==> config.mk <==
export PLATFORM = sky130hd
export DESIGN_NAME = cdb_arbiter
export DESIGN_NICKNAME = d
export VERILOG_FILES = /design/src/rtl/cdb_pkg.sv /design/src/rtl/rr_arbiter.sv /design/src/rtl/cdb_arbiter.sv
export SDC_FILE = /design/constraint.sdc
export NUM_CORES = 1
export LEC_CHECK = 0
export CORE_ASPECT_RATIO = 1.75
export CORE_MARGIN = 2
export CORE_UTILIZATION = 33
export DETAILED_ROUTE_END_ITERATION = 12
export PLACE_DENSITY = 0.79
export SYNTH_ARGS = -nofsm -noshare
export SYNTH_HDL_FRONTEND = slang
export SYNTH_SLANG_ARGS = --single-unit
==> constraint.sdc <==
create_clock -name clk -period 3.5 [get_ports clk]
set_input_delay 0.35 -clock clk [delete_from_list [all_inputs] [get_ports clk]]
set_output_delay 0.35 -clock clk [all_outputs]
set_load 0.01 [all_outputs]
==> src/rtl/cdb_pkg.sv <==
// rtl/cdb_pkg.sv - shared defaults and unit indices for the CDB arbiter
package cdb_pkg;

  localparam int NUM_REQ_DEF = 4;
  localparam int TAG_W_DEF   = 6;
  localparam int DATA_W_DEF  = 32;

  typedef enum int unsigned {
    ALU    = 0,
    MULT   = 1,
    LDST   = 2,
    BRANCH = 3
  } cdb_unit_e;

  // Pointer width that stays legal for a single-requester build.
  function automatic int ptr_width(input int n);
    return (n > 1) ? $clog2(n) : 1;
  endfunction

endpackage

==> src/rtl/rr_arbiter.sv <==
// rtl/rr_arbiter.sv - combinational round-robin grant starting at ptr
module rr_arbiter
  import cdb_pkg::*;
#(
  parameter int N     = NUM_REQ_DEF,
  parameter int PTR_W = ptr_width(N)
) (
  input  logic [N-1:0]     req,
  input  logic [PTR_W-1:0] ptr,
  output logic [N-1:0]     grant,
  output logic [PTR_W-1:0] grant_idx
);

  int   idx;
  logic found;

  // Walk N slots from ptr with wraparound; the first requester wins.
  always_comb begin
    grant     = '0;
    grant_idx = '0;
    found     = 1'b0;
    idx       = 0;
    for (int k = 0; k < N; k++) begin
      idx = int'(ptr) + k;
      if (idx >= N) idx = idx - N;
      if (!found && req[idx]) begin
        found          = 1'b1;
        grant[idx]     = 1'b1;
        grant_idx      = PTR_W'(idx);
      end
    end
  end

endmodule

==> src/rtl/cdb_arbiter.sv <==
// rtl/cdb_arbiter.sv - round-robin common data bus arbiter with registered broadcast
module cdb_arbiter
  import cdb_pkg::*;
#(
  parameter int NUM_REQ = NUM_REQ_DEF,
  parameter int TAG_W   = TAG_W_DEF,
  parameter int DATA_W  = DATA_W_DEF
) (
  input  logic                      clk,
  input  logic                      rst,
  input  logic [NUM_REQ-1:0]        req_valid,
  input  logic [NUM_REQ*TAG_W-1:0]  req_tag,
  input  logic [NUM_REQ*DATA_W-1:0] req_data,
  input  logic [NUM_REQ-1:0]        req_regdest,
  output logic [NUM_REQ-1:0]        req_ready,
  input  logic                      flush,
  output logic                      cdb_valid,
  output logic [TAG_W-1:0]          p_rd,
  output logic [DATA_W-1:0]         wr_data_out,
  output logic                      RegDest_compl,
  output logic [NUM_REQ-1:0]        cdb_src
);

  localparam int PTR_W = ptr_width(NUM_REQ);

  logic [PTR_W-1:0]   rr_ptr;
  logic [PTR_W-1:0]   ptr_next;
  logic [PTR_W-1:0]   grant_idx;
  logic [NUM_REQ-1:0] grant;
  logic               xfer;
  logic [TAG_W-1:0]   sel_tag;
  logic [DATA_W-1:0]  sel_data;
  logic               sel_regdest;

  rr_arbiter #(
    .N     (NUM_REQ),
    .PTR_W (PTR_W)
  ) u_rr (
    .req       (req_valid),
    .ptr       (rr_ptr),
    .grant     (grant),
    .grant_idx (grant_idx)
  );

  // Reset and flush both squash acceptance, so nothing is taken from a unit then.
  assign req_ready = (rst && !flush) ? grant : '0;
  assign xfer      = |req_ready;

  always_comb begin
    sel_tag     = '0;
    sel_data    = '0;
    sel_regdest = 1'b0;
    for (int i = 0; i < NUM_REQ; i++) begin
      if (req_ready[i]) begin
        sel_tag     = req_tag[i*TAG_W +: TAG_W];
        sel_data    = req_data[i*DATA_W +: DATA_W];
        sel_regdest = req_regdest[i];
      end
    end
    ptr_next = (grant_idx == PTR_W'(NUM_REQ - 1)) ? '0 : grant_idx + PTR_W'(1);
  end

  always_ff @(posedge clk or negedge rst) begin
    if (!rst) begin
      rr_ptr        <= '0;
      cdb_valid     <= 1'b0;
      RegDest_compl <= 1'b0;
      cdb_src       <= '0;
      p_rd          <= '0;
      wr_data_out   <= '0;
    end else begin
      cdb_valid     <= xfer;
      cdb_src       <= req_ready;
      // Tag 0 is the hardwired zero register: broadcast it but never write the PRF.
      RegDest_compl <= xfer && sel_regdest && (sel_tag != '0);
      if (xfer) begin
        p_rd        <= sel_tag;
        wr_data_out <= sel_data;
        rr_ptr      <= ptr_next;
      end
    end
  end

endmodule

=== Word-level counts from Yosys, hierarchy flattened ===
Cells that the tools add are included.

* Register bits: 46
* Input port bits: 163
* Output and inout bits: 48
* Logic and storage cells: 95

* $add $sub $neg: 8
* Magnitude comparators: 12
* Equal/unequal tests: 1
* Muxes and demuxes: 49
* Bitwise gates (word level): 3
* Reductions and logical operators: 16

{| class="wikitable"
|+ Operator list
! kind !! number
|-
| 32-bit 2-to-1 mux || 8
|-
| 32-bit by 1-bit greater-or-equal comparator with 1-bit output, second input constant || 4
|-
| 32-bit by 4-bit less-than comparator with 1-bit output, second input constant || 4
|-
| 32-bit by 4-bit greater-or-equal comparator with 1-bit output, second input constant || 3
|-
| 32-bit by 4-bit subtractor with 32-bit output, second input constant || 3
|-
| 6-bit 2-to-1 mux || 4
|-
| 4-bit 2-to-1 mux || 5
|-
| 1-bit 2-to-1 mux || 19
|-
| 4-bit bitwise OR || 3
|-
| 1-bit logical AND || 10
|-
| 2-bit 2-to-1 mux || 5
|-
| 1-bit binary-select mux with 2-bit select || 4
|-
| 1-bit demux with 2-bit select || 4
|-
| 2-bit by 2-bit adder with 3-bit output, second input constant || 2
|-
| 6-bit nonzero test || 1
|-
| 1-bit logical NOT || 4
|-
| 4-bit OR reduction || 1
|-
| 2-bit by 3-bit subtractor with 4-bit output, second input constant || 1
|-
| 2-bit by 1-bit adder with 3-bit output, second input constant || 1
|-
| 2-bit by 3-bit greater-or-equal comparator with 1-bit output, second input constant || 1
|-
| 2-bit by 1-bit adder with 2-bit output, second input constant || 1
|-
| 2-bit == test, second input constant || 1
|}

=== Longest topological paths before layout ===
Gate-level depths: netlist of run 1.

* Depth in word-level cells: 22
* Depth in mapped cells: 15
* Gate-level depth less buffers: 11

=== Modules after synthesis ===
A second synthesis of run 1 with hierarchy kept.

* Cells, all modules: 309
* Area, all modules: 3065.4 µm²

{| class="wikitable"
|+ Modules (own cells, without submodules)
! module !! times used !! cells each !! area an instance (µm²) !! sequential area each (µm²)
|-
| cdb_arbiter || 1 || 260 || 2608.8 || 1151.1
|-
| rr_arbiter || 1 || 49 || 456.7 || 0.0
|}

=== Worst setup path after synthesis of run 1 ===
Ideal clock, no wire load.

* Kind: reg2out
* Start point: register (tool-made name)
* End point: output port req_ready[3]
* Arrival: 3227 ps
* Required time: 3150 ps
* Path slack: -77 ps
* Stages on the path, launching flop included: 13
* Path buffers: 5
* Path through: dfrtp_1 buf_4 clkbuf_1 inv_1 ha_1 buf_2 mux4_2 a2111o_1 a21oi_1 a221oi_2 nor2_2 buf_4 clkbuf_1

{| class="wikitable"
|+ RTL lines
! what !! line !! RTL
|-
| to (decl) || cdb_arbiter.sv:15 || <nowiki>output logic [NUM_REQ-1:0] req_ready,</nowiki>
|}

=== Worst setup path in the final report of run 1 ===
* Start point: input port req_valid[2]
* End point: output port req_ready[0]

* Longest elaborated chain between the ends: 14
* Elaborated cells between the ends (all ways): 29
* Those cells by class: 20 x mux; 3 x bitwise; 6 x reduce/logical

{| class="wikitable"
|+ Ends and longest elaborated chain
! what !! line !! RTL
|-
| from (decl) || cdb_arbiter.sv:11 || <nowiki>input logic [NUM_REQ-1:0] req_valid,</nowiki>
|-
| 1-bit binary-select mux with 2-bit select || rr_arbiter.sv:26 || <nowiki>if (!found && req[idx]) begin</nowiki>
|-
| 1-bit 2-to-1 mux (implied by the code) (2 in a row) || rr_arbiter.sv:26 ||
|-
| 1-bit 2-to-1 mux || rr_arbiter.sv:26 ||
|-
| 1-bit logical NOT || rr_arbiter.sv:26 ||
|-
| 1-bit logical AND || rr_arbiter.sv:26 ||
|-
| 1-bit 2-to-1 mux || rr_arbiter.sv:26 ||
|-
| 1-bit logical NOT || rr_arbiter.sv:26 ||
|-
| 1-bit logical AND || rr_arbiter.sv:26 ||
|-
| 1-bit 2-to-1 mux || rr_arbiter.sv:26 ||
|-
| 1-bit logical NOT || rr_arbiter.sv:26 ||
|-
| 1-bit logical AND || rr_arbiter.sv:26 ||
|-
| 4-bit 2-to-1 mux * || rr_arbiter.sv:26 ||
|-
| 4-bit 2-to-1 mux * || cdb_arbiter.sv:46 || <nowiki>assign req_ready = (rst && !flush) ? grant : '0;</nowiki>
|}

Mark *: on every way between the ends. The rest lies on a longest branch, timed or not. The select of a mux whose other input is x is not followed.

==> key figures, run 1 <==
Status
  – Outcome: finished clean

Clock network
  – CTS tree: built
  – Clk slew on worst S/H paths: 60 ps
  – Clock buffer depth: 2
  – Clock Sinks: 46
  – Num CTS Buffers: 5
  – Clk root buf: clkbuf_16
  – CTS H-tree lvls: 2
  – Worst-skew pair later-pin latency: about 280 ps

Critical path
  – Crit path kind: in2out
  – Crit path DAT: 3030 ps
  – Worst path max stage delay: around 570 ps
  – Worst R2R Start: rr_ptr[1]$_DFFE_PN0P_
  – Worst setup EP type: output pin
  – Worst path required time: 3150 ps
  – Cell mode on critical path: clkdlybuf4s50_1
  – Crit-path slowest cell: clkdlybuf4s50_1
  – Reg2reg end: RegDest_compl$_DFF_PN0_
  – CP Depth: 7
  – Crit-path cells: clkdlybuf4s50_1 > or3b_4 > a2111oi_4 > nor2_2 > o32ai_4 > buf_4 > clkdlybuf4s50_1
  – R2R Setup Slk: 150 ps
  – R2r worst-path depth: 11
  – Crit start category: input port
  – CP Buf/Inv Count: 3
  – CP Max Fanout: 10
  – Crit path max-delay family: buffers and inverters

Timing
  – Part of the cycle the worst path needs: between 90% and 100%
  – Slew of the pin with the lowest slew margin: 504.3 ps
  – Tmin final: 3378 ps
  – Rel. slew slack: 66.18%
  – Clock Skews: 4.393 ps
  – Final Hold Fails: 0
  – Fmax achieved: 296.1 MHz
  – Unrepaired setup endpoints after global routing: no
  – Max-slew violation count: 0
  – Final setup violation count: 0
  – Setup TNS: 0 ps
  – Hold WS: ~510 ps

Placed design
  – Number of port buffers: 210
  – Post-DP HPWL: 10.08 mm
  – Gp weighted congestion: 0.8902
  – DP Area: 5361 um2

Yosys
  – Simple logic cell fraction of the synthesized area: 9.087%
  – Ys async rst share: 100.0%
  – Post-Syn Area per Cell: 9.608 um2
  – Synthesis Warnings: 0
  – Synth Flop Type: dfrtp_1
  – Post-synthesis sequential area ratio: between 30% and 40%
  – Area share of fa/ha/maj cells after synthesis: 2.028%
  – Netlist cell types: 55
  – Main combinational cell family by area after synthesis: compound AO/OA/AOI/OAI gates
  – Post-synth EDFFs: 0
  – #FFs+latches synth: between 40 and 50
  – Synthesized instance count: roughly 320
  – XOR/XNOR share of the synthesized area: 0.2840%
  – Synthesized net count: 489
  – Compound-gate portion of the synthesized area: approximately 43%
  – Mux share of post-synthesis cell area: under 10%
  – Post-Syn Area: 3084 um2

Power and ir drop
  – Max VDD drop: 0.6459 mV
  – Pwr dens: 741.0 nW/um2
  – Pleak: between 0.002 and 0.0025 uW
  – Overall power: slightly above 4000 uW

Layout
  – Area grow syn2layout: 80.53%
  – FF/Latch Area: 1151 um2
  – Most frequent cells in the layout: 209 x clkdlybuf4s50_1, 66 x o21ai_1, 46 x dfrtp_1
  – Most common cell after layout, fill and taps aside: clkdlybuf4s50_1
  – Area occupied by multi-input gates: 1779 um2
  – Diodes inserted: 0
  – # fillers: ~830
  – Post-route cell area: 5568 um2
  – Fraction of layout cells with a size suffix above 1: under 10%
  – NumNets Final: 695

Global routing
  – Grt total ovfl: 0
  – Overall routing resource usage: between 20 and 25%
  – Largest net degree at the start of global routing: 43
  – Number of global-route vias before repair: slightly below 4000
  – Initial antenna violation count: 0
  – Global-route wire length before repair: 20.07 mm

Die
  – Core Region: 9094 um2
  – Die area: 10170 um2
  – Die width: 77.08 um
  – Io pins: 211
  – Initial Util: between 30% and 40%
  – Die Y: about 130 um
  – Row Count: 46

Drt
  – Wire per inst: 20.17 um
  – DR pass1 iterations: 4
  – Via count: approximately 3700
  – DR iter-0 viols: 205
  – Routed vias/inst: 5.750
  – DRC errors left: 0
  – Antenna Nets Post-Route: 0
  – Final Routed Wirelength: 13.07 mm

Worst hold path
  – Hold path depth: 2
  – HP Class: reg2reg
  – Hold Startpoint: wr_data_out[22]$_DFFE_PN0P_
  – Hold Path End: wr_data_out[22]$_DFFE_PN0P_

Flow run
  – Max-Cap Viols: 0
synthesized netlist by cell type (2+ instances only):
cell type	count	area [um2]
o21ai_1	66	330.3
dfrtp_1	46	1151
a221o_1	36	360.4
a22oi_1	35	262.8
buf_2	14	70.07
clkbuf_1	12	45.04
nor2_1	11	41.29
nand2_1	8	30.03
inv_1	6	22.52
buf_4	5	37.54
ha_1	5	62.56
o22ai_1	5	31.28
a21oi_1	4	20.02
a221oi_2	4	60.06
nand3_1	4	20.02
nand3b_1	4	30.03
o21ai_0	4	20.02
buf_1	3	11.26
mux4_2	3	67.56
nor2b_1	3	18.77
a221oi_1	2	17.52
a2bb2oi_1	2	17.52
a311oi_1	2	17.52
and2_1	2	12.51
inv_2	2	7.510
nor2_2	2	12.51
nor3b_1	2	15.01
or3_1	2	12.51
stage by stage:
step	worst slack, ps	cells	utilization, %
finish	122.3	648	61.23
global placement	140.5	638	58.96
CTS	28.14	648	61.01
floorplan	68.26	321	-
global route	21.15	648	61.23
detailed placement	63.20	638	58.96
flip-flops by register name, summed over array words and instances, names as in the netlist, named ones only:
register and cells:
p_rd 6, cdb_valid 1, cdb_src 4, rr_ptr 1, RegDest_compl 1, wr_data_out 32
report_power, final:
group          total [uW]  leakage (uW)  switching, uW  internal, uW
Sequential            939      0.000567            140           799
Clock                 535     0.0000771            198           337
Combinational        2650       0.00151           1310          1350
Total                4130       0.00216           1640          2480
worst register-to-register path, cell delays in order (launching register included):
cell      delay (ps)
dfrtp_1          350
inv_1            120
ha_4             340
mux4_2           590
a21o_1           210
o22ai_1          360
and2_1           330
and2_1           200
buf_4            160
a221oi_2          50
or3_1            390
a31oi_1          160
per-layer routing:
metal	track usage, %	vias to the layer above	wire, um
li1	-	1704	-
met1	25.98	1783	4638
met2	47.81	195	7164
met3	4.041	44	665
met4	11.41	0	602
met5	0	-	0
worst max path at each step:
stage / start / end / slack, ps
after floorplan: register / RegDest_compl$_DFF_PN0_ / 70
after global placement: req_valid[2] / RegDest_compl$_DFF_PN0_ / 140
after detailed placement: req_valid[2] / wr_data_out[10]$_DFFE_PN0P_ / 60
after CTS: rr_ptr[1]$_DFFE_PN0P_ / req_ready[0] / 30
after global routing: req_valid[2] / req_ready[0] / 20
final: req_valid[2] / req_ready[0] / 120
repair_timing:
action,4_1_cts,5_1_grt
setup buffers,1,0
endpoints found under the hold margin,11,0
setup endpoints to repair,3,36
pin swaps,1,0
hold buffers,1,0
gates resized for setup,1,4
cells by family after synthesis:
kind of cell | after synthesis
AO/OA/AOI/OAI | 176
XOR/XNOR | 1
adder cells (fa/ha/maj) | 5
buffers and inverters | 42
flip-flops | 46
multiplexers | 3
AND/OR/NAND/NOR | 48
final cells by class:
cell class                      instances  share of cell area [%]
Clock buffer                            6                   2.315
Sequential cell                        46                   20.67
Multi-Input combinational cell        233                   31.96
Clock inverter                          2                  0.6742
Tap cell                              120                   2.697
Timing Repair Buffer                  233                   41.10
Inverter                                8                  0.5843
(Power assumes the default switching activity.)
==> run 2, diff against run 1 <==
ABC_AREA = 1   (was unset)
CORE_UTILIZATION = 34   (was 33)
PLACE_DENSITY = 0.78   (was 0.79)
==> run 2 against run 1 <==
Clock-buffer cell count up 1. Sequential power rose by 4.0%. Clock skew decreased by 1.9 ps. Final area increased by 1.6%. Critical endpoint is now req_ready[2]. First-iteration DRC count is 26% lower. Largest power group unchanged. Sequential share of layout area decreased by 0.30 points.
==> key figures, run 2 <==
Status
  – Outcome: finished clean

Clock network
  – Clock buffer depth: 2 (unchanged)
  – Clk root buf: clkbuf_16
  – Clock Sinks: 46 (unchanged)
  – Worst-skew pair later-pin latency: 280 ps (about the same)
  – Num CTS Buffers: 5 (unchanged)
  – CTS tree: built
  – Clk slew on worst S/H paths: 60 ps (about the same)
  – CTS H-tree lvls: 2 (unchanged)

Global routing
  – Number of global-route vias before repair: 4066 (+5.5%)
  – Grt total ovfl: 0 (unchanged)
  – Initial antenna violation count: 0 (unchanged)
  – Largest net degree at the start of global routing: 55 (+28%)
  – Overall routing resource usage: 23.02% (-1.9 points)
  – Global-route wire length before repair: 19.19 mm (-4.4%)

Layout
  – Most common cell after layout, fill and taps aside: clkdlybuf4s50_1
  – Area occupied by multi-input gates: 1924 um2 (+8.2%)
  – # fillers: 896 (+7.7%)
  – Area grow syn2layout: 67.04%
  – Diodes inserted: 0 (unchanged)
  – Post-route cell area: 5655 um2 (+1.6%)
  – Biggest regs: wr_data_out: 32 flops, p_rd: 6 flops, cdb_src: 4 flops
  – NumNets Final: 812 (+17%)
  – Biggest register: wr_data_out
  – Number of flip-flops in the largest register: 32 (unchanged)
  – Most frequent cells in the layout: 209 x clkdlybuf4s50_1, 140 x nand2_1, 53 x nand3_1
  – Fraction of layout cells with a size suffix above 1: 9.783% (+0.12 points)
  – FF/Latch Area: 1152 um2 (+0.11%)

Drt
  – Antenna Nets Post-Route: 0 (unchanged)
  – Wire per inst: 16.21 um (-20%)
  – DR pass1 iterations: 4 (unchanged)
  – Top sig layer: met4
  – Met1 WL: 4.249 mm (-8.4%)
  – Final Routed Wirelength: 12.46 mm (-4.7%)
  – Via count: 3926 (+5.4%)
  – DRC errors left: 0 (unchanged)
  – Met2 WL post-DR: 6.690 mm (-6.6%)
  – Routed vias/inst: 5.105 (-11%)
  – DR iter-0 viols: 151 (-26%)
  – Met3 routed WL: 763 um (+15%)

Placed design
  – Setup WS pre-CTS: 500.4 ps (+437.2 ps)
  – Gp weighted congestion: 0.9300 (+4.5%)
  – Post-DP HPWL: 9.992 mm (-0.84%)
  – Number of port buffers: 210 (unchanged)
  – DP Area: 5522 um2 (+3.0%)

Yosys
  – Synth top area cells: dfrtp_1 34%, nand2_1 16%, nand3_1 7.8%
  – Synth Flop Type: dfrtp_1
  – Mux share of post-synthesis cell area: 0% (-2.2 points)
  – Most numerous cell in the Yosys netlist: nand2_1
  – Compound-gate portion of the synthesized area: 19.48% (-23 points)
  – XOR/XNOR share of the synthesized area: 0.2587% (-0.025 points)
  – Area share of fa/ha/maj cells after synthesis: 1.848% (-0.18 points)
  – Netlist cell types: 35 (-36%)
  – Ys async rst share: 100.0% (unchanged)
  – Post-Syn Area per Cell: 7.626 um2 (-21%)
  – #FFs+latches synth: 46 (unchanged)
  – Post-synth top area share: 34.00% (-3.3 points)
  – Synthesis Warnings: 0 (unchanged)
  – Post-synthesis sequential area ratio: 34.00% (-3.3 points)
  – Main combinational cell family by area after synthesis: simple AND/OR/NAND/NOR gates
  – Synthesized net count: 612 (+25%)
  – Post-synth EDFFs: 0 (unchanged)
  – Synth area leader: dfrtp_1
  – Top post-synthesis cells by count: 140 x nand2_1, 53 x nand3_1, 46 x dfrtp_1
  – Post-Syn Area: 3386 um2 (+9.8%)
  – Simple logic cell fraction of the synthesized area: 35.25% (+26 points)
  – Synthesized instance count: 444 (+38%)

Timing
  – Final Hold Fails: 0 (unchanged)
  – Unrepaired setup endpoints after global routing: no
  – Fmax achieved: 308.3 MHz (+4.1%)
  – Part of the cycle the worst path needs: 92.69% (-3.8 points)
  – Rel. slew slack: 59.17% (-7.0 points)
  – Clock Skews: 2.466 ps (-1.928 ps)
  – Hold WS: 188.7 ps (-324.2 ps)
  – Tmin final: 3244 ps (-133.6 ps)
  – Final setup violation count: 0 (unchanged)
  – Setup TNS: 0 ps (unchanged)
  – Slew of the pin with the lowest slew margin: 612.5 ps (+108.2 ps)
  – Max-slew violation count: 0 (unchanged)
  – Setup ws final: 256.0 ps (+133.6 ps)

Critical path
  – Crit path DAT: 2890 ps (-140 ps)
  – CP Max Fanout: 25 (+15)
  – Crit start category: register
  – Crit-path cells: inv_1 > ha_1 > inv_1 > nand3_1 > nand2_2 > nor2_4 > a21boi_1 > nand3_2 > nand2_4 > inv_1 > clkdlybuf4s50_1
  – Worst path required time: 3150 ps (about the same)
  – Crit path kind: reg2out
  – Worst path max stage delay: 560 ps (about the same)
  – Cell mode on critical path: inv_1
  – Worst setup EP type: output pin
  – Crit-path slowest cell: clkdlybuf4s50_1

Power and ir drop
  – Int Power: 2306 uW (-7.1%)
  – Switching share of power: 45.03% (+5.2 points)
  – Switching pwr: 1889 uW (+15%)
  – Combinational share of power: 66.0% (+1.7 points)
  – Seq pwr share: 23.3% (+0.5 points)
  – Overall power: 4195 uW (+1.7%)
  – Pwr dens: 741.8 nW/um2 (about the same)
  – Max VDD drop: 0.3776 mV (-42%)
  – Clock power frac: 10.7% (-2.3 points)
  – Pleak: 0.002609 uW (+21%)

Die
  – Io pins: 211 (unchanged)
  – Initial Util: 34.59% (+0.67 points)
  – Core Region: 9789 um2 (+7.7%)
  – Die width: 79.44 um (+3.1%)
  – Die Y: 136.0 um (+3.1%)
  – Row Count: 48 (+4.3%)
  – Die area: 10800 um2 (+6.3%)

Flow run
  – Max-Cap Viols: 0 (unchanged)

Worst hold path
  – HP Class: in2async
run 2: changes by cell type in the layout (fill, tap and decap cells not counted), sizes merged, moves of 19 or more:
cell    delta
nand3     +55
o21ai     -60
nor2      +19
nand2    +147
a221o     -36
o211ai    +32
run 2: critical path: cells and delay by family, from the launching register on:
kind                     cells  cell delay (ps)
buffers and inverters        4             1000
AND/OR/NAND/NOR              5              660
flip-flops                   1              460
adder cells (fa/ha/maj)      1              380
AO/OA/AOI/OAI                1              110
run 2: power by group through the flow:
| stage | sequential [uW] | combinational, uW | clock, uW |
|---|---|---|---|
| after global placement | 972 | 2700 | 0 |
| after global routing | 1000 | 3050 | 488 |
| after detailed placement | 978 | 2780 | 0 |
| after CTS | 976 | 2790 | 462 |
| final | 977 | 2770 | 450 |
| after floorplan | 1050 | 1630 | 0 |
run 2: stage by stage:
| stage | cells | utilization [%] |
|---|---|---|
| finish | 769 | 57.77 |
| global route | 769 | 57.77 |
| CTS | 769 | 57.76 |
| detailed placement | 762 | 56.40 |
| global placement | 762 | 56.40 |
| floorplan | 444 | - |
run 2: final cells by class:
cell class | count | share of cell area [%]
repair buffers | 221 | 38.54
flip-flops and latches | 46 | 20.38
well taps | 125 | 2.765
clock buffers | 7 | 2.345
inverters | 26 | 1.947
multi-input cells | 344 | 34.03
run 2: per-layer routing:
metal  global-route usage [%]  vias to the layer above
li1                         -                     1913
met4                    15.23                        0
met1                    23.08                     1787
met5                        0                        -
met2                    41.88                      177
met3                    4.582                       49
run 2: worst paths after layout:
path | depth (start not counted) | startpoint | slack, ps | end
setup / recovery | 11 | rr_ptr[1]$_DFFE_PN0P_ | 260 | req_ready[2]
setup reg to reg | 15 | rr_ptr[1]$_DFFE_PN0P_ | 570 | wr_data_out[18]$_DFFE_PN0P_
max in group asynchronous | 2 | rst | 2880 | asynchronous set/reset pin
hold reg to reg | 2 | p_rd[4]$_DFFE_PN0P_ | 490 | p_rd[4]$_DFFE_PN0P_
hold / removal | 2 | rst | 190 | asynchronous set/reset pin
min in group clk | 2 | p_rd[4]$_DFFE_PN0P_ | 490 | p_rd[4]$_DFFE_PN0P_
run 2: what timing repair did:
item,4_1_cts,5_1_grt
resized for setup,0,1
setup endpoints to repair,0,1
hold buffers,0,0
buffers inserted,0,0
run 2: logic make-up after synthesis:
family,Yosys count
AND/OR/NAND/NOR,253
AO/OA/AOI/OAI,85
buffers and inverters,54
adder cells (fa/ha/maj),5
XOR/XNOR,1
flip-flops,46
==> run 3, diff against run 2 <==
--- a/config.mk
+++ b/config.mk
@@ -13,2 +13,3 @@
 export PLACE_DENSITY = 0.78
+export SLEW_MARGIN = 25
 export SYNTH_ARGS = -nofsm -noshare
--- a/constraint.sdc
+++ b/constraint.sdc
@@ -3,2 +3,2 @@
 set_output_delay 0.35 -clock clk [all_outputs]
-set_load 0.01 [all_outputs]
+set_load 0.05 [all_outputs]
==> run 3 against run 2 <==
Power is 23% higher. Largest power group unchanged. Sequential power is 0.9% higher. Critical path type unchanged. Flip-flop and latch count stayed put. Worst hold slack better by 2.9 ps. Cell count is 0.13% lower. Fmax is 0.73% higher. Highest routed layer unchanged.
==> key figures, run 3 (synthesis results as in run 2) <==
Power and ir drop
  – Pleak: 0.002653 uW (+1.7%)
  – Max VDD drop: 0.4567 mV (+21%)
  – Pwr dens: 899.4 nW/um2 (+21%)

Layout
  – Area grow syn2layout: 69.70%
  – Most common cell after layout, fill and taps aside: clkdlybuf4s50_1
  – Number of flip-flops in the largest register: 32 (unchanged)
  – Fraction of layout cells with a size suffix above 1: 10.58% (+0.79 points)
  – Diodes inserted: 0 (unchanged)
  – Post-route cell area: 5746 um2 (+1.6%)
  – Biggest register: wr_data_out
  – Biggest regs: wr_data_out: 32 flops, p_rd: 6 flops, cdb_src: 4 flops
  – Final std cells w/o fill: 768 (-0.13%)
  – Most frequent cells in the layout: 205 x clkdlybuf4s50_1, 140 x nand2_1, 53 x nand3_1
  – NumNets Final: 810 (-0.25%)

Timing
  – Final setup violation count: 0 (unchanged)
  – Final Hold Fails: 0 (unchanged)
  – Max-slew violation count: 0 (unchanged)
  – Tmin final: 3220 ps (-23.66 ps)
  – Rel. slew slack: 59.98% (+0.82 points)
  – Part of the cycle the worst path needs: 92.01% (-0.68 points)
  – Clock Skews: 3.293 ps (+0.8274 ps)
  – Unrepaired setup endpoints after global routing: no
  – Fmax achieved: 310.5 MHz (+0.73%)
  – Setup TNS: 0 ps (unchanged)
  – Slew of the pin with the lowest slew margin: 600.2 ps (-12.27 ps)

Global routing
  – Grt total ovfl: 0 (unchanged)
  – Global-route wire length before repair: 19.99 mm (+4.2%)
  – Overall routing resource usage: 23.89% (+0.87 points)
  – Initial antenna violation count: 0 (unchanged)
  – Number of global-route vias before repair: 4121 (+1.4%)
  – Largest net degree at the start of global routing: 47 (-15%)

Die
  – Die Y: 136.0 um (unchanged)
  – Die width: 79.44 um (unchanged)
  – Io pins: 211 (unchanged)
  – Die area: 10800 um2 (unchanged)
  – Row Count: 48 (unchanged)
  – Core Region: 9789 um2 (unchanged)
  – Initial Util: 34.59% (unchanged)

Placed design
  – Post-DP HPWL: 10.23 mm (+2.4%)
  – Number of port buffers: 210 (unchanged)
  – Gp weighted congestion: 0.9023 (-3.0%)
  – DP Area: 5547 um2 (+0.45%)
  – Placed cells: 760 (-0.26%)

Drt
  – Via count: 3988 (+1.6%)
  – Final Routed Wirelength: 12.78 mm (+2.5%)
  – Met1 WL: 4.343 mm (+2.2%)
  – DRC errors left: 0 (unchanged)
  – Wire per inst: 16.63 um (+2.6%)
  – DR iter-0 viols: 230 (+52%)
  – Routed vias/inst: 5.193 (+1.7%)
  – Met2 WL post-DR: 6.896 mm (+3.1%)
  – Met3 routed WL: 815 um (+6.8%)
  – Antenna Nets Post-Route: 0 (unchanged)
  – DR pass1 iterations: 4 (unchanged)
  – Top sig layer: met4

Critical path
  – Crit path DAT: 2870 ps (-20 ps)
  – Crit path kind: reg2out
  – R2r worst-path depth: 15 (unchanged)
  – Crit path max-delay family: buffers and inverters
  – Worst path max stage delay: 470 ps (-90 ps)
  – Worst setup EP type: output pin
  – CP Max Fanout: 21 (-16%)
  – Crit-path slowest cell: dfrtp_1
  – CP Buf/Inv Count: 4 (unchanged)
  – Reg2reg end: wr_data_out[20]$_DFFE_PN0P_
  – R2R Setup Slk: 370 ps (-200 ps)
  – Crit start category: register
  – Worst R2R Start: rr_ptr[1]$_DFFE_PN0P_
  – Worst path required time: 3150 ps (about the same)
  – Crit-path cells: inv_1 > ha_1 > inv_1 > nand3_1 > nand2_2 > nor2_4 > a22oi_1 > nand3_1 > nand2_2 > inv_2 > buf_12

Clock network
  – Num CTS Buffers: 5 (unchanged)
  – Clock buffer depth: 2 (unchanged)
  – Worst-skew pair later-pin latency: 290 ps (about the same)
  – CTS H-tree lvls: 2 (unchanged)
  – Clk root buf: clkbuf_16
  – Clock Sinks: 46 (unchanged)
  – CTS tree: built
  – CTS Hold Bufs: 0 (unchanged)
  – Clk slew on worst S/H paths: 60 ps (about the same)

Worst hold path
  – HP Class: in2async

Flow run
  – Max-Cap Viols: 0 (unchanged)

Status
  – Outcome: finished clean
-- run 3: area by class of cell --
cell class | count | area, um2
Multi-Input combinational cell | 344 | 1924
Tap cell | 125 | 156.4
Sequential cell | 46 | 1152
Clock buffer | 5 | 125.1
Clock inverter | 3 | 68.82
Timing Repair Buffer | 219 | 2208
Inverter | 26 | 110.1
Fill cell | 853 | 4044
-- run 3: timing repair --
| item | in CTS | in global routing |
|---|---|---|
| setup buffers | 0 | 0 |
| endpoints found under the setup margin | 0 | 2 |
| endpoints found under the hold margin | 0 | 0 |
| gates resized for setup | 0 | 2 |
-- run 3: metal layers --
layer	vias to the layer above	track usage [%]
met3	47	5.046
met2	188	43.74
met5	-	0
met1	1845	24.21
li1	1908	-
met4	0	14.18
-- run 3: worst max path at each step --
stage | start | to | slack (ps) | cells past startpoint
floorplan | register | req_ready[3] | 1020 | 14
global placement | register | wr_data_out[18]$_DFFE_PN0P_ | 470 | 15
detailed placement | register | wr_data_out[2]$_DFFE_PN0P_ | 370 | 15
CTS | register | req_ready[2] | 180 | 12
global route | rr_ptr[1]$_DFFE_PN0P_ | req_ready[3] | 40 | 12
finish | rr_ptr[1]$_DFFE_PN0P_ | req_ready[3] | 280 | 11
-- run 3: report_power, final --
group	switching [uW]	internal (uW)
Sequential	180	806
Clock	211	410
Combinational	2300	1260
-- run 3: through the flow --
step	hold WS (ps)	total power (uW)	setup slack [ps]	util (%)
floorplan	54.41	3433	1016	-
global placement	464.4	4481	469.2	56.66
detailed placement	471.9	4552	368.2	56.66
CTS	215.1	5200	176.8	58.64
global route	250.7	5520	38.45	58.69
finish	191.7	5168	279.6	58.69
